File: config.mk
export PLATFORM = sky130hd
export DESIGN_NAME = instruction_fetch_unit
export DESIGN_NICKNAME = d
export VERILOG_FILES = /design/src/rtl/instruction_fetch_unit.sv
export SDC_FILE = /design/constraint.sdc
export NUM_CORES = 1
export LEC_CHECK = 0
export ABC_AREA = 1
export CORE_UTILIZATION = 25
export DETAILED_ROUTE_END_ITERATION = 7
export HOLD_SLACK_MARGIN = 0.15
export PLACE_DENSITY = 0.53
export SYNTH_ARGS = -nofsm -noshare
export SYNTH_HDL_FRONTEND = slang
export SYNTH_SLANG_ARGS = --single-unit
File: constraint.sdc
create_clock -name clk -period 6.2 [get_ports clk]
set_clock_uncertainty 0.15 [all_clocks]
set_input_delay 1.24 -clock clk [delete_from_list [all_inputs] [get_ports clk]]
set_output_delay 1.24 -clock clk [all_outputs]
set_load 0.05 [all_outputs]
File: src/rtl/instruction_fetch_unit.sv
// Fetch stage: PC, single-outstanding req/gnt/rvalid instruction-memory port, skid buffer and IF/ID register.
// Optional macro FETCH_MISALIGN_CHECK_EN adds Misalign_o and a HALT state on misaligned redirects.
module instruction_fetch_unit #(
    parameter int unsigned     XLEN      = 32,
    parameter logic [XLEN-1:0] RESET_PC  = XLEN'(32'h0040_0000),
    parameter logic [31:0]     NOP_INSTR = 32'h0000_0013
) (
    input  logic            clk,
    input  logic            reset,
    input  logic            Stall_i,
    input  logic            Branch_Taken_i,
    input  logic [XLEN-1:0] Branch_Target_i,
    output logic            Imem_Req_o,
    output logic [XLEN-1:0] Imem_Addr_o,
    input  logic            Imem_Gnt_i,
    input  logic            Imem_Rvalid_i,
    input  logic [31:0]     Imem_Rdata_i,
    output logic [31:0]     Instr_o,
    output logic [6:0]      Opcode_o,
    output logic [XLEN-1:0] PC_o,
    output logic [XLEN-1:0] PC_Plus4_o,
    output logic            Instr_Valid_o
`ifdef FETCH_MISALIGN_CHECK_EN
    ,
    output logic            Misalign_o
`endif
);

    typedef enum logic [2:0] {
        S_FETCH,
        S_WAIT,
        S_HOLD,
        S_KILL,
        S_HALT
    } state_e;

    state_e          state_q, state_d;
    logic [XLEN-1:0] pc_q, pc_d;
    logic [XLEN-1:0] id_pc_q, id_pc_d;
    logic [31:0]     id_instr_q, id_instr_d;
    logic            id_valid_q, id_valid_d;
    logic [31:0]     skid_q, skid_d;
    logic [XLEN-1:0] target;
    logic            load;
    logic [31:0]     load_data;
`ifdef FETCH_MISALIGN_CHECK_EN
    logic            misalign_q, misalign_d;
`endif

`ifdef FETCH_MISALIGN_CHECK_EN
    assign target = Branch_Target_i;
`else
    assign target = Branch_Target_i & ~XLEN'(3);
`endif

    // Reset gates the request so nothing is issued while the FSM is held.
    assign Imem_Req_o    = (state_q == S_FETCH) && !reset;
    assign Imem_Addr_o   = pc_q;
    assign Instr_o       = id_instr_q;
    assign Opcode_o      = id_instr_q[6:0];
    assign PC_o          = id_pc_q;
    assign PC_Plus4_o    = id_pc_q + XLEN'(4);
    assign Instr_Valid_o = id_valid_q;
`ifdef FETCH_MISALIGN_CHECK_EN
    assign Misalign_o    = misalign_q;
`endif

    always_comb begin
        state_d   = state_q;
        pc_d      = pc_q;
        skid_d    = skid_q;
        load      = 1'b0;
        load_data = skid_q;
        case (state_q)
            S_FETCH: begin
                if (Branch_Taken_i) pc_d = target;
                else if (Imem_Gnt_i) state_d = S_WAIT;
            end
            S_WAIT: begin
                if (Branch_Taken_i) begin
                    pc_d    = target;
                    state_d = Imem_Rvalid_i ? S_FETCH : S_KILL;
                end else if (Imem_Rvalid_i) begin
                    if (!Stall_i) begin
                        load      = 1'b1;
                        load_data = Imem_Rdata_i;
                        pc_d      = pc_q + XLEN'(4);
                        state_d   = S_FETCH;
                    end else begin
                        skid_d  = Imem_Rdata_i;
                        state_d = S_HOLD;
                    end
                end
            end
            S_HOLD: begin
                if (Branch_Taken_i) begin
                    pc_d    = target;
                    state_d = S_FETCH;
                end else if (!Stall_i) begin
                    load    = 1'b1;
                    pc_d    = pc_q + XLEN'(4);
                    state_d = S_FETCH;
                end
            end
            S_KILL: begin
                // A redirect coinciding with the drained response must not wait for another one.
                if (Branch_Taken_i) pc_d = target;
                if (Imem_Rvalid_i) state_d = S_FETCH;
            end
            default: state_d = S_HALT;
        endcase

`ifdef FETCH_MISALIGN_CHECK_EN
        misalign_d = misalign_q;
        if (Branch_Taken_i && (state_q != S_HALT) && (target[1:0] != 2'b00)) begin
            misalign_d = 1'b1;
            state_d    = S_HALT;
        end
`endif

        id_valid_d = id_valid_q;
        id_instr_d = id_instr_q;
        id_pc_d    = id_pc_q;
        if (Branch_Taken_i) begin
            id_valid_d = 1'b0;
            id_instr_d = NOP_INSTR;
        end else if (load) begin
            id_valid_d = 1'b1;
            id_instr_d = load_data;
            id_pc_d    = pc_q;
        end else if (!Stall_i) begin
            id_valid_d = 1'b0;
            id_instr_d = NOP_INSTR;
        end
    end

    always_ff @(posedge clk or posedge reset) begin
        if (reset) begin
            state_q    <= S_FETCH;
            pc_q       <= RESET_PC;
            id_pc_q    <= '0;
            id_instr_q <= NOP_INSTR;
            id_valid_q <= 1'b0;
            skid_q     <= '0;
`ifdef FETCH_MISALIGN_CHECK_EN
            misalign_q <= 1'b0;
`endif
        end else begin
            state_q    <= state_d;
            pc_q       <= pc_d;
            id_pc_q    <= id_pc_d;
            id_instr_q <= id_instr_d;
            id_valid_q <= id_valid_d;
            skid_q     <= skid_d;
`ifdef FETCH_MISALIGN_CHECK_EN
            misalign_q <= misalign_d;
`endif
        end
    end

endmodule

==> flow_summary.html, run 1 <==
<table>
<tr><th>Metric</th><th>Value</th></tr>
<tr><th colspan="2">Final layout</th></tr>
<tr><td>Most common cell after layout, fill and taps aside</td><td>sky130_fd_sc_hd__nand2_1</td></tr>
<tr><td>Register Area</td><td>3210 um^2</td></tr>
<tr><td>Nets</td><td>between 1,000 and 1,500</td></tr>
<tr><td>Synth-to-Final Area Change</td><td>37.9%</td></tr>
<tr><td>Area used by multi-input combinational logic</td><td>approximately 3400 um^2</td></tr>
<tr><td>Most frequent cells in the layout</td><td>sky130_fd_sc_hd__nand2_1 (295), sky130_fd_sc_hd__clkdlybuf4s50_1 (198), sky130_fd_sc_hd__dfrtp_1 (124), sky130_fd_sc_hd__nor2_1 (108), sky130_fd_sc_hd__inv_1 (108)</td></tr>
<tr><td>Layout cells sized above 1</td><td>0.0707</td></tr>
<tr><td>Layout filler cell count</td><td>~3,100</td></tr>
<tr><th colspan="2">Place</th></tr>
<tr><td>Count of buffers inserted at the top-level ports</td><td>between 150 and 200</td></tr>
<tr><td>Detailed placement HPWL</td><td>roughly 17,000 um</td></tr>
<tr><td>GP Congestion</td><td>0.886</td></tr>
<tr><th colspan="2">Setup path</th></tr>
<tr><td>Critical path data arrival time</td><td>2.92 ns</td></tr>
<tr><td>Capturing element type of the critical path</td><td>output pin</td></tr>
<tr><td>Startpoint Class</td><td>flop</td></tr>
<tr><td>Maximum fanout along the worst path</td><td>4</td></tr>
<tr><td>Crit Path Class</td><td>reg -&gt; out</td></tr>
<tr><td>Required time of the critical path</td><td>around 4.8 ns</td></tr>
<tr><td>Worst-case register-to-register setup slack</td><td>3.74 ns</td></tr>
<tr><td>Number of cell instances on the worst register-to-register path</td><td>8</td></tr>
<tr><td>Source of the worst register-to-register timing path</td><td>state_q[1]</td></tr>
<tr><td>Reg-to-Reg End</td><td>Instr_o[22]</td></tr>
<tr><th colspan="2">Outcome</th></tr>
<tr><td>Result of the run</td><td>complete, no violations</td></tr>
<tr><th colspan="2">Clock tree</th></tr>
<tr><td>Total of hold buffers inserted after clock tree synthesis</td><td>0</td></tr>
<tr><td>CTS tree</td><td>built</td></tr>
<tr><td>Post-CTS setup buffer count</td><td>0</td></tr>
<tr><td>Root buffer cell</td><td>sky130_fd_sc_hd__clkbuf_16</td></tr>
<tr><td>Post-CTS sizing</td><td>0</td></tr>
<tr><td>Clock Latency Late Sink</td><td>0.42 ns</td></tr>
<tr><td>Cts bufs inserted</td><td>17</td></tr>
<tr><td>Clk slew on worst S/H paths</td><td>roughly 0.06 ns</td></tr>
<tr><td>Max Buffers Root-to-Sink</td><td>2</td></tr>
<tr><td>Sinks on Clock Net</td><td>128</td></tr>
<tr><td>Clock H-tree levels</td><td>4</td></tr>
<tr><th colspan="2">Timing</th></tr>
<tr><td>Worst Tran Pin Value</td><td>about 0.83 ns</td></tr>
<tr><td>Final worst-path cycle share</td><td>0.696</td></tr>
<tr><td>Setup-failing EPs final</td><td>0</td></tr>
<tr><td>Final count of hold timing violations</td><td>0</td></tr>
<tr><td>Post-layout min period</td><td>approximately 4.3 ns</td></tr>
<tr><td>Fin Setup TNS</td><td>0 ns</td></tr>
<tr><td>Total count of max-transition violations in the final report</td><td>0</td></tr>
<tr><td>Peak clock frequency supported by timing</td><td>around 230 MHz</td></tr>
<tr><td>Slew headroom</td><td>0.449</td></tr>
<tr><td>RSZ-0062 raised after global routing</td><td>no</td></tr>
<tr><th colspan="2">Detailed routing</th></tr>
<tr><td>Vias per Instance</td><td>4.41</td></tr>
<tr><td>Final routed wirelength across all metal layers</td><td>23,300 um</td></tr>
<tr><td>Vias post-DR</td><td>7,001</td></tr>
<tr><td>Detailed-route wire length per cell</td><td>14.6 um</td></tr>
<tr><td>Iteration-0 DRC Markers</td><td>422</td></tr>
<tr><td>First-pass detailed-route iteration total</td><td>5</td></tr>
<tr><td>Post-DRT Antenna Nets</td><td>0</td></tr>
<tr><td>Remaining routing DRC violations</td><td>0</td></tr>
<tr><th colspan="2">Floorplan</th></tr>
<tr><td>Floorplan row count</td><td>62</td></tr>
<tr><td>Die area</td><td>between 30,000 and 40,000 um^2</td></tr>
<tr><td>Floorplan core area</td><td>around 29,000 um^2</td></tr>
<tr><td>Die height</td><td>174 um</td></tr>
<tr><td>Horiz. Die Dim</td><td>174 um</td></tr>
<tr><td>Initial standard-cell utilization of the core</td><td>0.256</td></tr>
<tr><td>Number of top-level pins</td><td>slightly above 200</td></tr>
<tr><th colspan="2">Logic synthesis</th></tr>
<tr><td>Sequential fraction of the synthesis area</td><td>0.433</td></tr>
<tr><td>Number of synthesized flops with an enable pin</td><td>0</td></tr>
<tr><td>Number of register bits inferred by synthesis</td><td>128</td></tr>
<tr><td>Area of the mapped netlist</td><td>7410 um^2</td></tr>
<tr><td>Async set or reset register ratio after synthesis</td><td>1.00</td></tr>
<tr><td>Count of distinct cell types in the synthesized netlist</td><td>37</td></tr>
<tr><td>Top FF cell, synth</td><td>sky130_fd_sc_hd__dfrtp_1</td></tr>
<tr><td>Per-instance average area after synthesis</td><td>7.31 um^2</td></tr>
<tr><td>Total of warnings raised by yosys</td><td>0</td></tr>
<tr><td>Post-Syn Instances</td><td>~1,000</td></tr>
<tr><th colspan="2">Power</th></tr>
<tr><td>Leakage</td><td>4.57 nW</td></tr>
<tr><td>Internal portion of total power</td><td>0.00291 W</td></tr>
<tr><td>Fraction of power consumed by sequential logic</td><td>0.271</td></tr>
<tr><td>Switching power as a share of total power</td><td>0.506</td></tr>
<tr><td>Power share of the clock group</td><td>0.194</td></tr>
<tr><td>PD cells</td><td>between 500 and 600 nW/um^2</td></tr>
<tr><td>Combinational fraction of design power</td><td>0.535</td></tr>
<tr><td>Largest vdd supply drop</td><td>0.171 mV</td></tr>
<tr><td>Overall power consumption</td><td>approximately 0.006 W</td></tr>
<tr><td>Switch Pwr</td><td>0.00298 W</td></tr>
<tr><th colspan="2">Worst hold path</th></tr>
<tr><td>Hold-critical path endpoint</td><td>Instr_o[23]</td></tr>
<tr><td>Worst Hold Class</td><td>reg -&gt; reg</td></tr>
<tr><td>Cell depth of the worst min-delay path</td><td>2</td></tr>
<tr><td>Start point of the worst hold path</td><td>Instr_o[23]</td></tr>
<tr><th colspan="2">Global routing</th></tr>
<tr><td>Wire length of the first global-routing pass</td><td>about 38,000 um</td></tr>
<tr><td>Number of antenna violations at the first check in global routing</td><td>3</td></tr>
<tr><td>Vias in the first global route</td><td>6,872</td></tr>
<tr><td>Global router's overall resource usage</td><td>0.160</td></tr>
<tr><td>Largest net degree at the start of global routing</td><td>65</td></tr>
<tr><td>Remaining global-route overflow</td><td>0</td></tr>
<tr><th colspan="2">Run</th></tr>
<tr><td>Max-cap violation count</td><td>0</td></tr>
</table>
state kept, by name, summed over array words and instances, names as in the netlist:
name,count
skid_q,32
Instr_Valid_o,1
PC_o,30
state_q,3
Imem_Addr_o,30
Instr_o,32
kinds of logic (layout without fill, tap and decap cells):
kind of cell,Yosys count,in the layout,share of synthesized area
other cells,1,8,0.000506
buf+inv,167,351,0.110
simple gates,533,533,0.311
xor+xnor,33,33,0.0390
flops,128,128,0.433
compound gates,150,150,0.103
fa+ha+maj,2,2,0.00338
power groups by stage:
stage / combinational [W] / clock [W] / sequential, W
finish: 0.00315 / 0.00114 / 0.00160
global route: 0.00341 / 0.00120 / 0.00166
CTS: 0.00319 / 0.00117 / 0.00160
detailed placement: 0.00318 / 0 / 0.00161
global placement: 0.00316 / 0 / 0.00160
floorplan: 0.00146 / 0 / 0.00229
worst max-delay path by stage:
stage	startpoint	end	slack [ns]	cells past startpoint
6_report	PC_o[3]	PC_Plus4_o[20]	1.89	6
2_1_floorplan	reset	Imem_Addr_o[10]	1.40	1
3_3_place_gp	Branch_Taken_i	Imem_Addr_o[16]	1.97	7
3_5_place_dp	Branch_Taken_i	Imem_Addr_o[16]	1.94	7
4_1_cts	PC_o[3]	PC_Plus4_o[20]	1.87	6
5_1_grt	PC_o[3]	PC_Plus4_o[16]	1.71	6
through the flow:
step           utilization  setup slack (ns)  area (um^2)  cells  hold slack, ns
2_1_floorplan            -              1.40         7430   1019           0.309
3_3_place_gp         0.330              1.97         9560   1555           0.313
3_5_place_dp         0.330              1.94         9560   1555           0.322
4_1_cts              0.353              1.87        10200   1587           0.341
5_1_grt              0.353              1.71        10200   1587           0.356
6_report             0.353              1.89        10200   1589           0.338
cell type report:
| type | count | area share |
|---|---|---|
| antenna | 2 | 0.000490 |
| clock inverter | 12 | 0.0201 |
| tap | 384 | 0.0470 |
| clock buffer | 20 | 0.0447 |
| multi-input combinational | 724 | 0.333 |
| sequential | 128 | 0.314 |
| timing repair buffer | 204 | 0.198 |
| inverter | 115 | 0.0426 |
cell usage after synthesis, types with 2 or more instances:
cell type,n,share of area
sky130_fd_sc_hd__nand2_1,295,0.15
sky130_fd_sc_hd__xor2_1,31,0.037
sky130_fd_sc_hd__o211ai_1,2,0.0020
sky130_fd_sc_hd__nand2_2,7,0.0059
sky130_fd_sc_hd__xnor2_1,2,0.0024
sky130_fd_sc_hd__ha_1,2,0.0034
sky130_fd_sc_hd__or2_2,4,0.0034
sky130_fd_sc_hd__nand4_1,7,0.0059
sky130_fd_sc_hd__or2_1,6,0.0051
sky130_fd_sc_hd__o21ai_1,46,0.031
sky130_fd_sc_hd__nor2_2,8,0.0068
sky130_fd_sc_hd__nor2_1,108,0.055
sky130_fd_sc_hd__o21ai_0,64,0.043
sky130_fd_sc_hd__inv_2,5,0.0025
sky130_fd_sc_hd__o21ai_2,2,0.0024
sky130_fd_sc_hd__nand3_2,3,0.0041
sky130_fd_sc_hd__nor3_1,15,0.010
sky130_fd_sc_hd__buf_6,14,0.021
sky130_fd_sc_hd__nor2_4,8,0.012
sky130_fd_sc_hd__inv_1,109,0.055
sky130_fd_sc_hd__buf_2,12,0.0081
sky130_fd_sc_hd__buf_4,18,0.018
sky130_fd_sc_hd__clkbuf_1,7,0.0035
sky130_fd_sc_hd__nand3_1,63,0.043
sky130_fd_sc_hd__dfrtp_1,124,0.42
sky130_fd_sc_hd__and2_1,2,0.0017
sky130_fd_sc_hd__dfstp_2,4,0.014
sky130_fd_sc_hd__nand2_4,3,0.0046
sky130_fd_sc_hd__a21oi_1,35,0.024
critical path, cell delays in order (launching register included):
cell                              delay [ns]
sky130_fd_sc_hd__dfrtp_1                0.43
sky130_fd_sc_hd__ha_1                   0.25
sky130_fd_sc_hd__nand3_1                0.24
sky130_fd_sc_hd__nor3_2                 0.39
sky130_fd_sc_hd__nand4_1                0.16
sky130_fd_sc_hd__xor2_1                 0.20
sky130_fd_sc_hd__clkdlybuf4s50_1        0.83
per-layer routing:
metal | track usage | wire [um] | up-vias
met5 | 0 | 9 | -
met3 | 0.0569 | 1840 | 22
met2 | 0.256 | 10700 | 213
met4 | 0.0387 | 282 | 2
li1 | - | - | 3520
met1 | 0.203 | 10400 | 3244
Power figures use the tool's default switching activity.
==> inputs of run 2 (changes only) <==
PLACE_DENSITY = 0.55   (was 0.53)
clock period = 3.5 ns   (was 6.2 ns; I/O delays follow)
==> flow_summary.html, run 2 (synthesis gave the netlist of run 1 again) <==
<table>
<tr><th>Metric</th><th>Value</th></tr>
<tr><th colspan="2">Setup path</th></tr>
<tr><td>Worst-case register-to-register setup slack</td><td>1.45 ns (-2.29 ns)</td></tr>
<tr><td>Startpoint Class</td><td>flop</td></tr>
<tr><td>Number of cell instances on the worst register-to-register path</td><td>10 (+2)</td></tr>
<tr><td>Crit Path Class</td><td>reg -&gt; out</td></tr>
<tr><td>Required time of the critical path</td><td>2.65 ns (-2.16 ns)</td></tr>
<tr><td>Maximum fanout along the worst path</td><td>5 (+1)</td></tr>
<tr><td>Capturing element type of the critical path</td><td>output pin</td></tr>
<tr><td>Critical path data arrival time</td><td>2.52 ns (-0.40 ns)</td></tr>
<tr><th colspan="2">Clock tree</th></tr>
<tr><td>Clock H-tree levels</td><td>4 (unchanged)</td></tr>
<tr><td>CTS tree</td><td>built</td></tr>
<tr><td>Sinks on Clock Net</td><td>128 (unchanged)</td></tr>
<tr><td>Post-CTS setup buffer count</td><td>0 (unchanged)</td></tr>
<tr><td>Clk slew on worst S/H paths</td><td>0.06 ns (about the same)</td></tr>
<tr><td>Root buffer cell</td><td>sky130_fd_sc_hd__clkbuf_16</td></tr>
<tr><td>Cts bufs inserted</td><td>17 (unchanged)</td></tr>
<tr><td>Clock Latency Late Sink</td><td>0.43 ns (about the same)</td></tr>
<tr><td>Max Buffers Root-to-Sink</td><td>2 (unchanged)</td></tr>
<tr><th colspan="2">Timing</th></tr>
<tr><td>Peak clock frequency supported by timing</td><td>296 MHz</td></tr>
<tr><td>Final count of hold timing violations</td><td>0 (unchanged)</td></tr>
<tr><td>Slew headroom</td><td>0.517 (+0.0682)</td></tr>
<tr><td>Total count of max-transition violations in the final report</td><td>0 (unchanged)</td></tr>
<tr><td>Worst Tran Pin Value</td><td>0.725 ns (-0.101 ns)</td></tr>
<tr><td>Post-layout min period</td><td>roughly 3.4 ns</td></tr>
<tr><td>Setup-failing EPs final</td><td>0 (unchanged)</td></tr>
<tr><td>RSZ-0062 raised after global routing</td><td>no</td></tr>
<tr><td>Fin Setup TNS</td><td>0 ns (unchanged)</td></tr>
<tr><td>Final worst-path cycle share</td><td>0.964</td></tr>
<tr><th colspan="2">Floorplan</th></tr>
<tr><td>Die height</td><td>174 um (unchanged)</td></tr>
<tr><td>Floorplan row count</td><td>62 (unchanged)</td></tr>
<tr><td>Die area</td><td>30,300 um^2 (unchanged)</td></tr>
<tr><td>Horiz. Die Dim</td><td>174 um (unchanged)</td></tr>
<tr><td>Floorplan core area</td><td>28,900 um^2 (unchanged)</td></tr>
<tr><td>Initial standard-cell utilization of the core</td><td>0.256 (unchanged)</td></tr>
<tr><td>Number of top-level pins</td><td>207 (unchanged)</td></tr>
<tr><th colspan="2">Place</th></tr>
<tr><td>Detailed placement HPWL</td><td>17,200 um (+1.4%)</td></tr>
<tr><td>Total placed instance area</td><td>9610 um^2 (+0.56%)</td></tr>
<tr><td>Count of buffers inserted at the top-level ports</td><td>198 (unchanged)</td></tr>
<tr><td>GP Congestion</td><td>0.839 (-5.3%)</td></tr>
<tr><th colspan="2">Final layout</th></tr>
<tr><td>Most frequent cells in the layout</td><td>sky130_fd_sc_hd__nand2_1 (295), sky130_fd_sc_hd__clkdlybuf4s50_1 (180), sky130_fd_sc_hd__dfrtp_1 (124), sky130_fd_sc_hd__nor2_1 (108), sky130_fd_sc_hd__inv_1 (108)</td></tr>
<tr><td>Area used by multi-input combinational logic</td><td>3410 um^2 (unchanged)</td></tr>
<tr><td>Synth-to-Final Area Change</td><td>38.7%</td></tr>
<tr><td>Most common cell after layout, fill and taps aside</td><td>sky130_fd_sc_hd__nand2_1</td></tr>
<tr><td>Layout filler cell count</td><td>3,080 (-0.19%)</td></tr>
<tr><td>Register Area</td><td>3210 um^2 (unchanged)</td></tr>
<tr><td>Layout cells sized above 1</td><td>0.0802 (+0.00957)</td></tr>
<tr><td>Post-route core utilization</td><td>0.355 (+0.00195)</td></tr>
<tr><td>Nets</td><td>1,269 (+0.55%)</td></tr>
<tr><td>Final design area excluding fillers</td><td>10,300 um^2 (+0.55%)</td></tr>
<tr><th colspan="2">Detailed routing</th></tr>
<tr><td>Remaining routing DRC violations</td><td>0 (unchanged)</td></tr>
<tr><td>Detailed-route wire length per cell</td><td>14.7 um (+0.60%)</td></tr>
<tr><td>Vias post-DR</td><td>7,014 (+0.19%)</td></tr>
<tr><td>Vias per Instance</td><td>4.40 (-0.13%)</td></tr>
<tr><td>Post-DRT Antenna Nets</td><td>0 (unchanged)</td></tr>
<tr><td>Final routed wirelength across all metal layers</td><td>23,500 um (+0.92%)</td></tr>
<tr><td>Iteration-0 DRC Markers</td><td>431 (+2.1%)</td></tr>
<tr><td>First-pass detailed-route iteration total</td><td>4 (-1)</td></tr>
<tr><th colspan="2">Power</th></tr>
<tr><td>Switch Pwr</td><td>0.00531 W (+78%)</td></tr>
<tr><td>Largest vdd supply drop</td><td>0.305 mV (+78%)</td></tr>
<tr><td>Internal portion of total power</td><td>0.00513 W (+76%)</td></tr>
<tr><td>Switching power as a share of total power</td><td>0.509 (+0.00318)</td></tr>
<tr><td>Leakage</td><td>4.69 nW (+2.6%)</td></tr>
<tr><td>Combinational fraction of design power</td><td>0.534 (about the same)</td></tr>
<tr><td>Power share of the clock group</td><td>0.194 (about the same)</td></tr>
<tr><td>Fraction of power consumed by sequential logic</td><td>0.272 (about the same)</td></tr>
<tr><td>PD cells</td><td>1020 nW/um^2 (+76%)</td></tr>
<tr><th colspan="2">Outcome</th></tr>
<tr><td>Result of the run</td><td>complete, no violations</td></tr>
<tr><th colspan="2">Worst hold path</th></tr>
<tr><td>Cell depth of the worst min-delay path</td><td>2 (unchanged)</td></tr>
<tr><td>Worst Hold Class</td><td>reg -&gt; reg</td></tr>
<tr><th colspan="2">Global routing</th></tr>
<tr><td>Remaining global-route overflow</td><td>0 (unchanged)</td></tr>
<tr><td>Vias in the first global route</td><td>6,499 (-5.4%)</td></tr>
<tr><td>Wire length of the first global-routing pass</td><td>37,000 um (-2.4%)</td></tr>
<tr><td>Largest net degree at the start of global routing</td><td>129 (+98%)</td></tr>
<tr><td>Global router's overall resource usage</td><td>0.156 (-0.00306)</td></tr>
<tr><td>Number of antenna violations at the first check in global routing</td><td>2 (-1)</td></tr>
<tr><th colspan="2">Run</th></tr>
<tr><td>Max-cap violation count</td><td>0 (unchanged)</td></tr>
</table>
[run 2: area by class of cell]
cell class | instances | share of cell area
multi-input cells | 724 | 0.331
flip-flops and latches | 128 | 0.312
repair buffers | 211 | 0.203
well taps | 384 | 0.0467
clock buffers | 19 | 0.0441
inverters | 115 | 0.0425
clock inverters | 12 | 0.0202
diodes | 1 | 0.000243
[run 2: power groups by stage]
stage	sequential, W	combinational [W]	clock (W)
floorplan	0.00405	0.00259	0
global placement	0.00284	0.00562	0
detailed placement	0.00285	0.00566	0
CTS	0.00283	0.00565	0.00206
global route	0.00293	0.00601	0.00212
finish	0.00284	0.00558	0.00203
[run 2: layer usage]
metal | up-vias | global-route usage | wire length [um]
li1 | 3534 | - | -
met1 | 3249 | 0.199 | 10500
met2 | 208 | 0.255 | 11000
met3 | 21 | 0.0499 | 1710
met4 | 2 | 0.0402 | 284
met5 | - | 0 | 13
[run 2: critical path: stages, from the launching register on]
cell and delay [ns]:
sky130_fd_sc_hd__dfrtp_1 0.46, sky130_fd_sc_hd__nand2_1 0.13, sky130_fd_sc_hd__nor2_1 0.12, sky130_fd_sc_hd__nand2_1 0.08
sky130_fd_sc_hd__nor2_1 0.22, sky130_fd_sc_hd__nand2_1 0.11, sky130_fd_sc_hd__xor2_1 0.16, sky130_fd_sc_hd__clkdlybuf4s50_1 0.82
[run 2: per-stage QoR]
stage / hold slack (ns) / cells / power [W] / setup WS, ns
after floorplan: 0.309 / 1019 / 0.00664 / 0.394
after global placement: 0.321 / 1562 / 0.00846 / 0.380
after detailed placement: 0.319 / 1562 / 0.00852 / 0.363
after CTS: 0.337 / 1593 / 0.0105 / 0.000873
after global routing: 0.358 / 1593 / 0.0111 / 0.00385
final: 0.335 / 1594 / 0.0104 / 0.127
[run 2: worst paths after layout]
path | startpoint | to
max in group asynchronous | reset | Instr_o[6]
min in group asynchronous | reset | state_q[2]
setup reg to reg | Imem_Addr_o[2] | Imem_Addr_o[30]
setup / recovery | PC_o[7] | PC_Plus4_o[29]
hold reg to reg | Instr_o[7] | Instr_o[7]
hold / removal | Instr_o[7] | Instr_o[7]
[run 2: timing repair]
action | 4_1_cts | 5_1_grt
hold buffers | 0 | 0
resized for setup | 7 | 6
setup endpoints to repair | 7 | 6
